`config.mk`:
```
export PLATFORM = sky130hd
export DESIGN_NAME = dmem_dump
export DESIGN_NICKNAME = d
export VERILOG_FILES = /design/src/rtl/dmem_dump.sv
export SDC_FILE = /design/constraint.sdc
export NUM_CORES = 1
export LEC_CHECK = 0
export CAP_MARGIN = 10
export CORE_ASPECT_RATIO = 2
export CORE_UTILIZATION = 25
export DETAILED_ROUTE_END_ITERATION = 6
export GPL_ROUTABILITY_DRIVEN = 0
export PLACE_DENSITY = 0.61
export SYNTH_ARGS = -nofsm -noshare
export SYNTH_HDL_FRONTEND = slang
export SYNTH_SLANG_ARGS = --single-unit
```
`constraint.sdc`:
```
create_clock -name clk -period 2.1 [get_ports clk]
set_clock_uncertainty 0.1 [all_clocks]
set_input_delay 0.525 -clock clk [delete_from_list [all_inputs] [get_ports clk]]
set_output_delay 0.525 -clock clk [all_outputs]
set_load 0.02 [all_outputs]
```
`src/rtl/dmem_dump.sv`:
```
// Streams a word range of data memory out on a valid/ready interface after a start pulse.
// Optional trailing checksum beat is enabled by defining DMEM_DUMP_CHECKSUM_EN.
module dmem_dump #(
    parameter int unsigned DMEM_SIZE_BYTES = 128,
    parameter int unsigned WORD_BYTES      = 4,
    parameter int unsigned ADDR_W          = $clog2(DMEM_SIZE_BYTES)
) (
    input  logic              clk,
    input  logic              reset,
    input  logic              start_i,
    input  logic [ADDR_W-1:0] base_i,
    input  logic [ADDR_W:0]   len_i,
    output logic              mem_req_o,
    output logic [ADDR_W-1:0] mem_addr_o,
    input  logic [31:0]       mem_rdata_i,
    output logic              out_valid_o,
    output logic [31:0]       out_data_o,
    output logic              out_last_o,
    input  logic              out_ready_i,
    output logic              busy_o,
    output logic              done_o
);

    localparam int unsigned LEN_W = ADDR_W + 1;

    typedef enum logic [2:0] {
        S_IDLE,
        S_REQ,
        S_CAPT,
        S_SEND,
`ifdef DMEM_DUMP_CHECKSUM_EN
        S_CSUM,
`endif
        S_FIN
    } state_t;

    state_t            state_q, state_d;
    logic [ADDR_W-1:0] addr_q, addr_d;
    logic [LEN_W-1:0]  rem_q, rem_d;
    logic              mem_req_q, mem_req_d;
    logic [ADDR_W-1:0] mem_addr_q, mem_addr_d;
    logic              out_valid_q, out_valid_d;
    logic [31:0]       out_data_q, out_data_d;
    logic              out_last_q, out_last_d;
    logic              busy_q, busy_d;
    logic              done_q, done_d;
`ifdef DMEM_DUMP_CHECKSUM_EN
    logic [31:0]       csum_q, csum_d;
`endif

    logic [ADDR_W-1:0] base_aligned;
    logic [ADDR_W-1:0] addr_next;
    logic              hs;

    assign base_aligned = {base_i[ADDR_W-1:2], 2'b00};
    // Natural overflow of the byte address gives the modulo-size wrap.
    assign addr_next    = ADDR_W'(addr_q + ADDR_W'(WORD_BYTES));
    assign hs           = out_valid_q & out_ready_i;

    always_comb begin
        state_d     = state_q;
        addr_d      = addr_q;
        rem_d       = rem_q;
        mem_req_d   = 1'b0;
        mem_addr_d  = '0;
        out_valid_d = out_valid_q;
        out_data_d  = out_data_q;
        out_last_d  = out_last_q;
        busy_d      = busy_q;
        done_d      = 1'b0;
`ifdef DMEM_DUMP_CHECKSUM_EN
        csum_d      = csum_q;
`endif
        case (state_q)
            S_IDLE: begin
                if (start_i) begin
                    addr_d = base_aligned;
                    rem_d  = len_i;
`ifdef DMEM_DUMP_CHECKSUM_EN
                    csum_d = '0;
`endif
                    if (len_i == '0) begin
`ifdef DMEM_DUMP_CHECKSUM_EN
                        state_d     = S_CSUM;
                        out_valid_d = 1'b1;
                        out_data_d  = '0;
                        out_last_d  = 1'b1;
                        busy_d      = 1'b1;
`else
                        state_d = S_FIN;
                        done_d  = 1'b1;
                        busy_d  = 1'b0;
`endif
                    end else begin
                        state_d    = S_REQ;
                        mem_req_d  = 1'b1;
                        mem_addr_d = base_aligned;
                        busy_d     = 1'b1;
                    end
                end
            end
            S_REQ: begin
                state_d = S_CAPT;
            end
            S_CAPT: begin
                state_d     = S_SEND;
                out_valid_d = 1'b1;
                out_data_d  = mem_rdata_i;
`ifdef DMEM_DUMP_CHECKSUM_EN
                out_last_d  = 1'b0;
`else
                out_last_d  = (rem_q == LEN_W'(1));
`endif
            end
            S_SEND: begin
                if (hs) begin
                    out_valid_d = 1'b0;
                    out_last_d  = 1'b0;
                    rem_d       = LEN_W'(rem_q - LEN_W'(1));
                    addr_d      = addr_next;
`ifdef DMEM_DUMP_CHECKSUM_EN
                    csum_d      = csum_q + out_data_q;
`endif
                    if (rem_q > LEN_W'(1)) begin
                        state_d    = S_REQ;
                        mem_req_d  = 1'b1;
                        mem_addr_d = addr_next;
                    end else begin
`ifdef DMEM_DUMP_CHECKSUM_EN
                        state_d     = S_CSUM;
                        out_valid_d = 1'b1;
                        out_data_d  = csum_q + out_data_q;
                        out_last_d  = 1'b1;
`else
                        state_d = S_FIN;
                        done_d  = 1'b1;
                        busy_d  = 1'b0;
`endif
                    end
                end
            end
`ifdef DMEM_DUMP_CHECKSUM_EN
            S_CSUM: begin
                if (hs) begin
                    out_valid_d = 1'b0;
                    out_last_d  = 1'b0;
                    state_d     = S_FIN;
                    done_d      = 1'b1;
                    busy_d      = 1'b0;
                end
            end
`endif
            S_FIN: begin
                state_d = S_IDLE;
            end
            default: begin
                state_d = S_IDLE;
            end
        endcase
    end

    always_ff @(posedge clk) begin
        if (reset) begin
            state_q     <= S_IDLE;
            addr_q      <= '0;
            rem_q       <= '0;
            mem_req_q   <= 1'b0;
            mem_addr_q  <= '0;
            out_valid_q <= 1'b0;
            out_data_q  <= '0;
            out_last_q  <= 1'b0;
            busy_q      <= 1'b0;
            done_q      <= 1'b0;
`ifdef DMEM_DUMP_CHECKSUM_EN
            csum_q      <= '0;
`endif
        end else begin
            state_q     <= state_d;
            addr_q      <= addr_d;
            rem_q       <= rem_d;
            mem_req_q   <= mem_req_d;
            mem_addr_q  <= mem_addr_d;
            out_valid_q <= out_valid_d;
            out_data_q  <= out_data_d;
            out_last_q  <= out_last_d;
            busy_q      <= busy_d;
            done_q      <= done_d;
`ifdef DMEM_DUMP_CHECKSUM_EN
            csum_q      <= csum_d;
`endif
        end
    end

    assign mem_req_o   = mem_req_q;
    assign mem_addr_o  = mem_addr_q;
    assign out_valid_o = out_valid_q;
    assign out_data_o  = out_data_q;
    assign out_last_o  = out_last_q;
    assign busy_o      = busy_q;
    assign done_o      = done_q;

endmodule

```
Word level (Yosys, flattened, before mapping)
Index checks and enable logic that the tools add are counted.
Widths: inputs -> output; s select.
{"block": "op_classes", "n_addsub": 2, "n_mul": 0, "div": 0, "n_lt_le_gt_ge": 1, "eq_ne": 7, "shift": 0, "mux": 33, "bitwise": 1, "reduce_logical": 8}
{"operator": "$mux 7", "n": 6}
{"operator": "$pmux 7 s2", "n": 2}
{"operator": "$mux 8", "n": 2}
{"operator": "$pmux 8 s2", "n": 1}
{"operator": "$mux 1", "n": 12}
{"operator": "$mux 3", "n": 4}
{"operator": "$pmux 3 s4", "n": 1}
{"operator": "$pmux 1 s2", "n": 5}
{"operator": "$eq 8x1->1 const B", "n": 1}
{"operator": "$gt 8x1->1 const B", "n": 1}
{"operator": "$logic_not 8->1", "n": 1}
{"operator": "$sub 8x1->8 const B", "n": 1}
{"operator": "$add 7x3->7 const B", "n": 1}
{"operator": "$eq 3x2->1 const B", "n": 2}
{"operator": "$ne 2x2->1 const B", "n": 3}
{"operator": "$reduce_and 2->1", "n": 2}
{"operator": "$reduce_and 4->1", "n": 1}
{"operator": "$reduce_bool 2->1", "n": 2}
{"operator": "$eq 3x1->1 const B", "n": 1}
{"operator": "$logic_not 3->1", "n": 1}
{"operator": "$reduce_and 3->1", "n": 1}
{"operator": "$and 1x1->1", "n": 1}
{"block": "totals", "register_bits": 62, "latchBits": 0, "mem_bits_rw": 0, "romBits": 0, "inputBits": 51, "output_inout_bits": 44, "elab_cells": 62, "n_memories": 0}

Longest topological paths before layout
Gate-level depths: netlist (run 1).
{"block": "depth", "ltp_word": 4, "ltp_mapped": 6, "mapped_depth_nobuf": 6}

Least setup slack after synthesis (run 1)
Ideal clock, no wire load.
{"block": "synth_path", "path_type": "input-to-reg", "from": "input len_i[4]", "to": "register mem_addr_q[4] (netlist: mem_addr_o[4])", "setup_time_ns": 0.117, "arrival_time_ns": 1.565, "required_ns": 1.883, "setup_slack_ns": 0.318, "cell_stages": 4, "path_buffers": 0, "path_cell_list": "or4_1 -> o21ai_2 -> nor3_2 -> a22o_1"}
{"block": "synth_via", "elab_chain_len": 4}
{"item": "start: declaration", "line_no": "12", "source": "input logic [ADDR_W:0] len_i,"}
{"item": "$logic_not 8->1", "line_no": "82", "source": "if (len_i == '0) begin"}
{"item": "$mux 7", "line_no": "82"}
{"item": "$mux 7", "line_no": "76", "source": "if (start_i) begin"}
{"item": "$pmux 7 s2", "line_no": "74", "source": "case (state_q)"}
{"item": "end signal: assignment", "line_no": "182", "source": "mem_addr_q <= mem_addr_d;"}
{"item": "end: declaration", "line_no": "41", "source": "logic [ADDR_W-1:0] mem_addr_q, mem_addr_d;"}
Every way passes these cells.
A chain may end at the register's enable or synchronous reset.

Worst setup path in the final report (run 1)
{"block": "layout_path", "from": "register out_valid_q (netlist: out_valid_o)", "to": "output out_valid_o"}
{"item": "start: declaration", "line_no": "42", "source": "logic out_valid_q, out_valid_d;"}
{"item": "start signal: assignment", "line_no": "183", "source": "out_valid_q <= out_valid_d;"}
{"item": "end: declaration", "line_no": "16", "source": "output logic out_valid_o,"}
No word-level cell between the ends.

==> results of run 1 <==
power by group through the flow:
| stage | Clock (mW) | Sequential, mW | Combinational (mW) |
|---|---|---|---|
| floorplan | 0 | 1.42 | 0.429 |
| global placement | 0 | 1.35 | 0.882 |
| detailed placement | 0 | 1.35 | 0.899 |
| CTS | 1.59 | 1.33 | 0.901 |
| global route | 1.63 | 1.34 | 0.970 |
| finish | 1.54 | 1.33 | 0.893 |
registers in the layout, summed over array words and instances, names as in the netlist, 3 cells and up:
register,cells
addr_q,5
mem_addr_o,6
out_data_o,32
rem_q,8
state_q,3
per-stage QoR:
step / std cells / cell area [sq um] / util, % / hold slack [ns] / total power [mW]
after floorplan: 309 / 2550 / - / 0.358 / 1.85
after global placement: 530 / 3670 / 37.4 / 0.341 / 2.23
after detailed placement: 530 / 3670 / 37.4 / 0.348 / 2.25
after CTS: 546 / 3980 / 40.5 / 0.354 / 3.82
after global routing: 546 / 3980 / 40.5 / 0.371 / 3.94
final: 546 / 3980 / 40.5 / 0.350 / 3.76
worst reg2reg max path, cell delays in order, from the launching register on:
cell     delay (ns)
dfxtp_1        0.35
inv_1          0.11
ha_1           0.24
nor3b_1        0.46
and3_1         0.23
a21oi_1        0.05
o31ai_2        0.18
cells by family after synthesis:
| logic type | count (synthesis) | share of synthesized area (%) |
|---|---|---|
| and+or+nand+nor | 126 | 23.5 |
| adders and majority gates | 3 | 1.47 |
| muxes | 1 | 0.441 |
| buffers and inverters | 25 | 5.14 |
| xor gates and xnor gates | 3 | 1.03 |
| DFF | 59 | 46.3 |
| AOI/OAI and AO/OA | 91 | 22.0 |
| other | 1 | 0.147 |
cell type report:
cell class,instances,area [sq um],area share (%)
repair buffers,110,1060,26.7
inverters,4,15.0,0.377
clock buffers,11,233,5.84
multi-input cells,225,1250,31.3
well taps,132,165,4.15
clock inverters,5,77.6,1.95
flip-flops and latches,59,1180,29.7
placed cells by master (no fill, tap or decap), types with 2 or more instances in the layout:
| master | instances |
|---|---|
| and2_1 | 4 |
| o211ai_1 | 3 |
| o21ai_0 | 13 |
| dfxtp_1 | 59 |
| a211oi_1 | 3 |
| clkbuf_1 | 2 |
| ha_1 | 3 |
| buf_4 | 17 |
| a21oi_2 | 2 |
| a21o_1 | 3 |
| nand2_1 | 76 |
| a22o_1 | 3 |
| clkdlybuf4s50_1 | 91 |
| nor3_1 | 3 |
| or3b_1 | 2 |
| or3_1 | 2 |
| a311oi_1 | 2 |
| inv_1 | 4 |
| nor3b_1 | 3 |
| o211a_1 | 2 |
| nor2_1 | 14 |
| xor2_1 | 2 |
| nand3_1 | 5 |
| o2bb2ai_1 | 2 |
| nand2b_1 | 2 |
| or4_1 | 2 |
| and3_1 | 2 |
| nor3_2 | 2 |
| bufinv_16 | 2 |
| clkbuf_16 | 9 |
| a21oi_1 | 49 |
| nand4_1 | 2 |
| clkinv_2 | 2 |
| nor4_2 | 2 |
metal layers:
layer / GRT usage [%] / part of all wire [%] / up-vias
met5: 0 / 0 / -
met2: 26.8 / 56 / 64
li1: - / - / 1273
met4: 10.1 / 4.3 / 0
met1: 14.3 / 36 / 1180
met3: 3.26 / 3.8 / 20
path summary, 6_finish.rpt:
path	startpoint	endpoint	cells past startpoint
min	out_data_o[21]	out_data_o[21]	2
max	out_valid_o	out_valid_o	1
max reg2reg	rem_q[0]	rem_q[6]	6
min reg2reg	out_data_o[21]	out_data_o[21]	2
==> impl_table.tex, run 1 <==
\begin{tabular}{lr}
\hline
Metric & Value \\
\hline
\multicolumn{2}{l}{\textbf{Outcome}} \\
\quad Run status & finished clean \\
\multicolumn{2}{l}{\textbf{Clock tree}} \\
\quad Post-cts gate resize count & 0 \\
\quad Num CTS Buffers & 9 \\
\quad H-Tree Depth & 3 \\
\quad Root Buffer Master & clkbuf\_16 \\
\quad Clock transition at path regs & $\sim$0.050 ns \\
\quad CTS sink count & slightly below 60 \\
\quad Clock latency on the worst-skew pair & 0.33 ns \\
\quad TritonCTS clock tree & yes \\
\quad Setup repair bufs after CTS & 0 \\
\quad Clk buf depth & 2 \\
\quad Number of hold buffers added after cts & 0 \\
\multicolumn{2}{l}{\textbf{Floorplan}} \\
\quad Starting density of the core & 26.0\% \\
\quad Row count & between 50 and 60 \\
\quad CORE AREA & between 0.009 and 0.01 sq mm \\
\quad Die Area & 0.0106 sq mm \\
\quad Die H & roughly 140 um \\
\quad Die width & between 70 and 80 um \\
\quad I/O pins & 95 \\
\multicolumn{2}{l}{\textbf{Worst setup path}} \\
\quad CP Data Required Time & roughly 1.5 ns \\
\quad Critical-path cell with the highest stage delay & clkdlybuf4s50\_1 \\
\quad Maximum fanout encountered on the critical timing path & 5 \\
\quad Register-to-register setup slack & between 0.3 and 0.4 ns \\
\quad Peak per-stage delay on the critical path & around 0.64 ns \\
\quad CP endpoint kind & primary output \\
\quad Critical Path, Cell by Cell & clkdlybuf4s50\_1 \\
\quad Arr. time, crit path & around 1.4 ns \\
\quad Category of the worst setup path launch point & flop \\
\quad WS Path Type & flop to primary output \\
\quad Worst path top cell family by delay & buffers and inverters \\
\quad Worst Path Buf+Inv & 1 \\
\multicolumn{2}{l}{\textbf{Cells and area}} \\
\quad Ant diodes & 0 \\
\quad Area growth from synthesis to final layout & 56.0\% \\
\quad Final layout net count & $\sim$460 \\
\quad Number of inserted filler cells in the final layout & slightly above 1000 \\
\quad Layout cell share with drive strength beyond 1 & 11.8\% \\
\multicolumn{2}{l}{\textbf{STA}} \\
\quad Max-Slew Margin vs Limit & 67.1\% \\
\quad Fmax & 498 MHz \\
\quad Setup violations, final & 0 \\
\quad Accumulated negative setup slack & 0 ns \\
\quad Unrepaired setup endpoints after global routing & no \\
\quad Number of pins exceeding their max-slew limit in the final report & 0 \\
\quad Hold violation count in the final report & 0 \\
\quad Period Utilization, post-route & 95.6\% \\
\quad Worst Setup Slack, final & 0.0926 ns \\
\quad Post-layout minimum cycle time & 2.01 ns \\
\quad Measured slew at the worst slew-check pin & $\sim$0.49 ns \\
\multicolumn{2}{l}{\textbf{Drt}} \\
\quad Routed wirelength normalized by instance count & roughly 14 um \\
\quad Number of antenna-violating nets in the routed design & 0 \\
\quad Pre-Repair DR Iteration Count & 4 \\
\quad Count of routing violations after the opening detailed-route iteration & 114 \\
\quad Number of vias in the routed layout & 2537 \\
\quad DRC errors left & 0 \\
\quad Via/cell ratio & roughly 4.6 \\
\quad Total wire length after detailed routing & 7470 um \\
\multicolumn{2}{l}{\textbf{Yosys}} \\
\quad Flip-flop and latch count after synthesis & slightly below 60 \\
\quad Total nets after synthesis & between 300 and 400 \\
\quad Post-synthesis instance total & roughly 310 \\
\quad Top FF cell, synth & dfxtp\_1 \\
\quad Mean area per synthesized cell & around 8.3 sq um \\
\quad Most repeated cell in the gate-level netlist after synthesis & nand2\_1 \\
\quad Cell types with the highest counts after synthesis & 76 x nand2\_1, 59 x dfxtp\_1, 49 x a21oi\_1 \\
\quad Number of warnings printed during yosys synthesis & 0 \\
\quad Fraction of synthesis flops using an asynchronous set or reset pin & 0\% \\
\quad Top cells by area, synth & dfxtp\_1 46\%, nand2\_1 11\%, a21oi\_1 9.6\% \\
\quad Cell area after synthesis & $\sim$0.0026 sq mm \\
\quad Cell accounting for the most synthesized area & dfxtp\_1 \\
\quad Top cell type's share of synthesized area & a little under half \\
\quad Number of unique standard cell types used by synthesis & 49 \\
\quad Sequential area share after synthesis & between 40\% and 50\% \\
\quad Number of enable-type register cells in the synthesized netlist & 0 \\
\multicolumn{2}{l}{\textbf{GRT}} \\
\quad Via count of the first global-routing pass & roughly 2500 \\
\quad Total congestion overflow after global routing & 0 \\
\quad Global-route wire length before repair & about 12000 um \\
\quad Initial antenna violation count & 0 \\
\quad Largest net degree at the start of global routing & 34 \\
\quad Overall track demand over capacity in global routing & between 10 and 15\% \\
\multicolumn{2}{l}{\textbf{Power and ir drop}} \\
\quad P\_sw & between 1 and 1.5 mW \\
\quad Power Internal & $\sim$2.7 mW \\
\quad Standby leakage power & $\sim$1.4 nW \\
\quad Clk pwr share & 41.0\% \\
\quad Net Sw Frac & roughly 28\% \\
\quad Part of the total power dissipated in combinational logic & a little under a quarter \\
\quad Power density relative to cell area & around 950 mW/mm\^{}2 \\
\quad Peak supply drop & $\sim$490 uV \\
\quad Reg power frac & 35.3\% \\
\multicolumn{2}{l}{\textbf{Placed design}} \\
\quad Post-placement setup slack & -0.236 ns \\
\quad HPWL after detailed placement & about 5500 um \\
\quad Number of port buffers & between 90 and 100 \\
\multicolumn{2}{l}{\textbf{Job}} \\
\quad Max\_cap viols & 0 \\
\multicolumn{2}{l}{\textbf{Hold path}} \\
\quad Hold WC Path Type & flop to flop \\
\hline
\end{tabular}
Power figures use the tool's default switching activity.
==> inputs of run 2 (changes only) <==
Settings changed: DONT_BUFFER_PORTS set to 1, PLACE_DENSITY 0.61 to 0.49.
==> run 2 against run 1 <==
Net effect:
- cell area decreased by 24%
- setup slack better by 0.14 ns
- non-clock buffer count shrank 100
- utilization decreased by 9.9 points
- final cell count shrank 18%
- critical path depth increased by 3
- routed wire length is 9.9% lower
- largest cell class unchanged
==> impl_table.tex, run 2 (synthesis gave the netlist of run 1 again) <==
\begin{tabular}{lr}
\hline
Metric & Value \\
\hline
\multicolumn{2}{l}{\textbf{Clock tree}} \\
\quad Clk buf depth & 2 (unchanged) \\
\quad CTS sink count & 59 (unchanged) \\
\quad Post-cts gate resize count & 0 (unchanged) \\
\quad Clock transition at path regs & 0.06 ns (about the same) \\
\quad Num CTS Buffers & 9 (unchanged) \\
\quad Setup repair bufs after CTS & 0 (unchanged) \\
\quad Number of hold buffers added after cts & 0 (unchanged) \\
\quad H-Tree Depth & 3 (unchanged) \\
\quad TritonCTS clock tree & yes \\
\quad Clock latency on the worst-skew pair & 0.33 ns (about the same) \\
\quad Root Buffer Master & clkbuf\_16 \\
\multicolumn{2}{l}{\textbf{Worst setup path}} \\
\quad Category of the worst setup path launch point & flop \\
\quad WS Path Type & flop to flop \\
\quad Depth of the most critical reg-to-reg path & 4 (-2) \\
\quad Count of cell instances traversed by the critical path & 4 (+3) \\
\quad Peak per-stage delay on the critical path & 0.46 ns (-0.18 ns) \\
\quad CP startpoint & state\_q[0] \\
\quad CP Data Required Time & 2.20 ns (+0.73 ns) \\
\quad Arr. time, crit path & 1.96 ns (+0.58 ns) \\
\quad CP endpoint kind & flop \\
\quad Critical-path cell with the highest stage delay & or3b\_1 \\
\quad Maximum fanout encountered on the critical timing path & 15 (+10) \\
\quad Critical Path, Cell by Cell & or3b\_1 -> a21o\_1 -> a211oi\_1 -> a211oi\_2 \\
\quad Launch instance of the worst register-to-register path & state\_q[0] \\
\quad Worst Path Buf+Inv & 0 (-1) \\
\quad Worst path top cell family by delay & compound AO/OA/AOI/OAI gates \\
\multicolumn{2}{l}{\textbf{Cells and area}} \\
\quad Layout cell share with drive strength beyond 1 & 13.4\% (+1.5 points) \\
\quad Area taken by flip-flops and latches & 0.00118 sq mm (unchanged) \\
\quad Max reg flops & 32 (unchanged) \\
\quad Final non-filler cell area & 0.00301 sq mm (-24\%) \\
\quad Commonest non-fill, non-tap cell in the layout & nand2\_1 \\
\quad Area growth from synthesis to final layout & 17.9\% \\
\quad Ant diodes & 0 (unchanged) \\
\quad Number of inserted filler cells in the final layout & 1065 (+5.4\%) \\
\quad Final layout net count & 363 (-22\%) \\
\quad Area of the multi-input gates & 0.00125 sq mm (unchanged) \\
\quad Most frequent cells in the layout & 76 x nand2\_1, 59 x dfxtp\_1, 49 x a21oi\_1 \\
\multicolumn{2}{l}{\textbf{Drt}} \\
\quad Total wire length after detailed routing & 6740 um (-9.9\%) \\
\quad Count of routing violations after the opening detailed-route iteration & 65 (-43\%) \\
\quad Pre-Repair DR Iteration Count & 4 (unchanged) \\
\quad DRC errors left & 0 (unchanged) \\
\quad Via/cell ratio & 4.80 (+3.3\%) \\
\quad Number of antenna-violating nets in the routed design & 0 (unchanged) \\
\quad Number of vias in the routed layout & 2141 (-16\%) \\
\quad Routed wirelength normalized by instance count & 15.1 um (+10\%) \\
\multicolumn{2}{l}{\textbf{Floorplan}} \\
\quad Die H & 145 um (unchanged) \\
\quad Starting density of the core & 26.0\% (unchanged) \\
\quad CORE AREA & 0.00983 sq mm (unchanged) \\
\quad Row count & 51 (unchanged) \\
\quad I/O pins & 95 (unchanged) \\
\quad Die width & 73.5 um (unchanged) \\
\quad Die Area & 0.0106 sq mm (unchanged) \\
\multicolumn{2}{l}{\textbf{STA}} \\
\quad Measured slew at the worst slew-check pin & 0.526 ns (+0.0371 ns) \\
\quad Setup violations, final & 0 (unchanged) \\
\quad Accumulated negative setup slack & 0 ns (unchanged) \\
\quad Max-Slew Margin vs Limit & 64.9\% (-2.2 points) \\
\quad Number of pins exceeding their max-slew limit in the final report & 0 (unchanged) \\
\quad Period Utilization, post-route & 88.8\% (-6.8 points) \\
\quad Hold violation count in the final report & 0 (unchanged) \\
\quad Unrepaired setup endpoints after global routing & no \\
\quad Post-layout minimum cycle time & 1.87 ns (-0.142 ns) \\
\quad Fmax & 536 MHz (+7.6\%) \\
\multicolumn{2}{l}{\textbf{Power and ir drop}} \\
\quad Net Sw Frac & 28.9\% (+0.63 points) \\
\quad Part of the total power dissipated in combinational logic & 14.2\% (-9.5 points) \\
\quad Standby leakage power & 1.07 nW (-26\%) \\
\quad Peak supply drop & 430 uV (-12\%) \\
\quad Power density relative to cell area & 1170 mW/mm\^{}2 (+24\%) \\
\quad P\_sw & 1.02 mW (-4.2\%) \\
\quad Power Internal & 2.51 mW (-7.1\%) \\
\quad Reg power frac & 40.6\% (+5.3 points) \\
\quad Clk pwr share & 45.2\% (+4.2 points) \\
\multicolumn{2}{l}{\textbf{GRT}} \\
\quad Overall track demand over capacity in global routing & 13.3\% (-1.6 points) \\
\quad Total congestion overflow after global routing & 0 (unchanged) \\
\quad Global-route wire length before repair & 10600 um (-10\%) \\
\quad Largest net degree at the start of global routing & 51 (+50\%) \\
\quad Via count of the first global-routing pass & 2075 (-17\%) \\
\quad Initial antenna violation count & 0 (unchanged) \\
\multicolumn{2}{l}{\textbf{Placed design}} \\
\quad Number of port buffers & 0 (-100\%) \\
\quad Placed instance area & 0.00268 sq mm (-27\%) \\
\quad HPWL after detailed placement & 4900 um (-11\%) \\
\multicolumn{2}{l}{\textbf{Hold path}} \\
\quad Launch instance of the worst min-delay path & reset \\
\quad Hold WC Path Type & primary input to flop \\
\quad Worst Hold Path Cells & 1 (-1) \\
\multicolumn{2}{l}{\textbf{Job}} \\
\quad Max\_cap viols & 0 (unchanged) \\
\multicolumn{2}{l}{\textbf{Outcome}} \\
\quad Run status & finished clean \\
\hline
\end{tabular}
[run 2: cell count changes in the layout (fill, tap and decap cells not counted), sizes merged]
| cell | change |
|---|---|
| buf | -9 |
| clkinvlp | +1 |
| clkdlybuf4s50 | -91 |
| clkbuf | -1 |
[run 2: worst paths after layout]
kind	slack (ns)	to
max	0.23	rem_q[1]
min	0.16	addr_q[2]
max reg2reg	0.23	rem_q[1]
min reg2reg	0.39	rem_q[7]
[run 2: stage by stage]
stage	power (mW)	setup WS [ns]	util (%)	hold slack, ns	instances
after floorplan	1.85	0.318	-	0.358	309
after global placement	1.95	0.113	27.3	0.370	430
after detailed placement	1.96	0.108	27.3	0.382	430
after CTS	3.59	0.222	30.6	0.152	446
after global routing	3.70	0.132	30.6	0.151	446
final	3.53	0.234	30.6	0.162	446
[run 2: layout make-up]
| type | instances | share of cell area (%) |
|---|---|---|
| Sequential cell | 59 | 39.2 |
| Clock inverter | 6 | 2.95 |
| Tap cell | 132 | 5.48 |
| Timing Repair Buffer | 10 | 2.49 |
| Inverter | 4 | 0.499 |
| Multi-Input combinational cell | 225 | 41.4 |
| Clock buffer | 10 | 7.94 |
[run 2: power groups by stage]
stage | clock [mW] | combinational [mW] | sequential [mW]
3_5_place_dp | 0 | 0.507 | 1.46
6_report | 1.59 | 0.500 | 1.43
4_1_cts | 1.65 | 0.507 | 1.43
3_3_place_gp | 0 | 0.495 | 1.46
5_1_grt | 1.69 | 0.559 | 1.45
2_1_floorplan | 0 | 0.429 | 1.42
[run 2: layer usage]
layer  global-route usage (%)  up-vias  wire [um]
met5                        0        -          0
met4                     8.08        0        242
met3                     4.31       15        421
met2                     23.8       68       3700
met1                     12.4      993       2370
li1                         -     1065          -
[run 2: worst register-to-register path, cell delays in order (launching register included)]
cell and delay, ns:
dfxtp_1 0.43, or3b_1 0.46, a21o_1 0.38, a211oi_1 0.30
a211oi_2 0.07
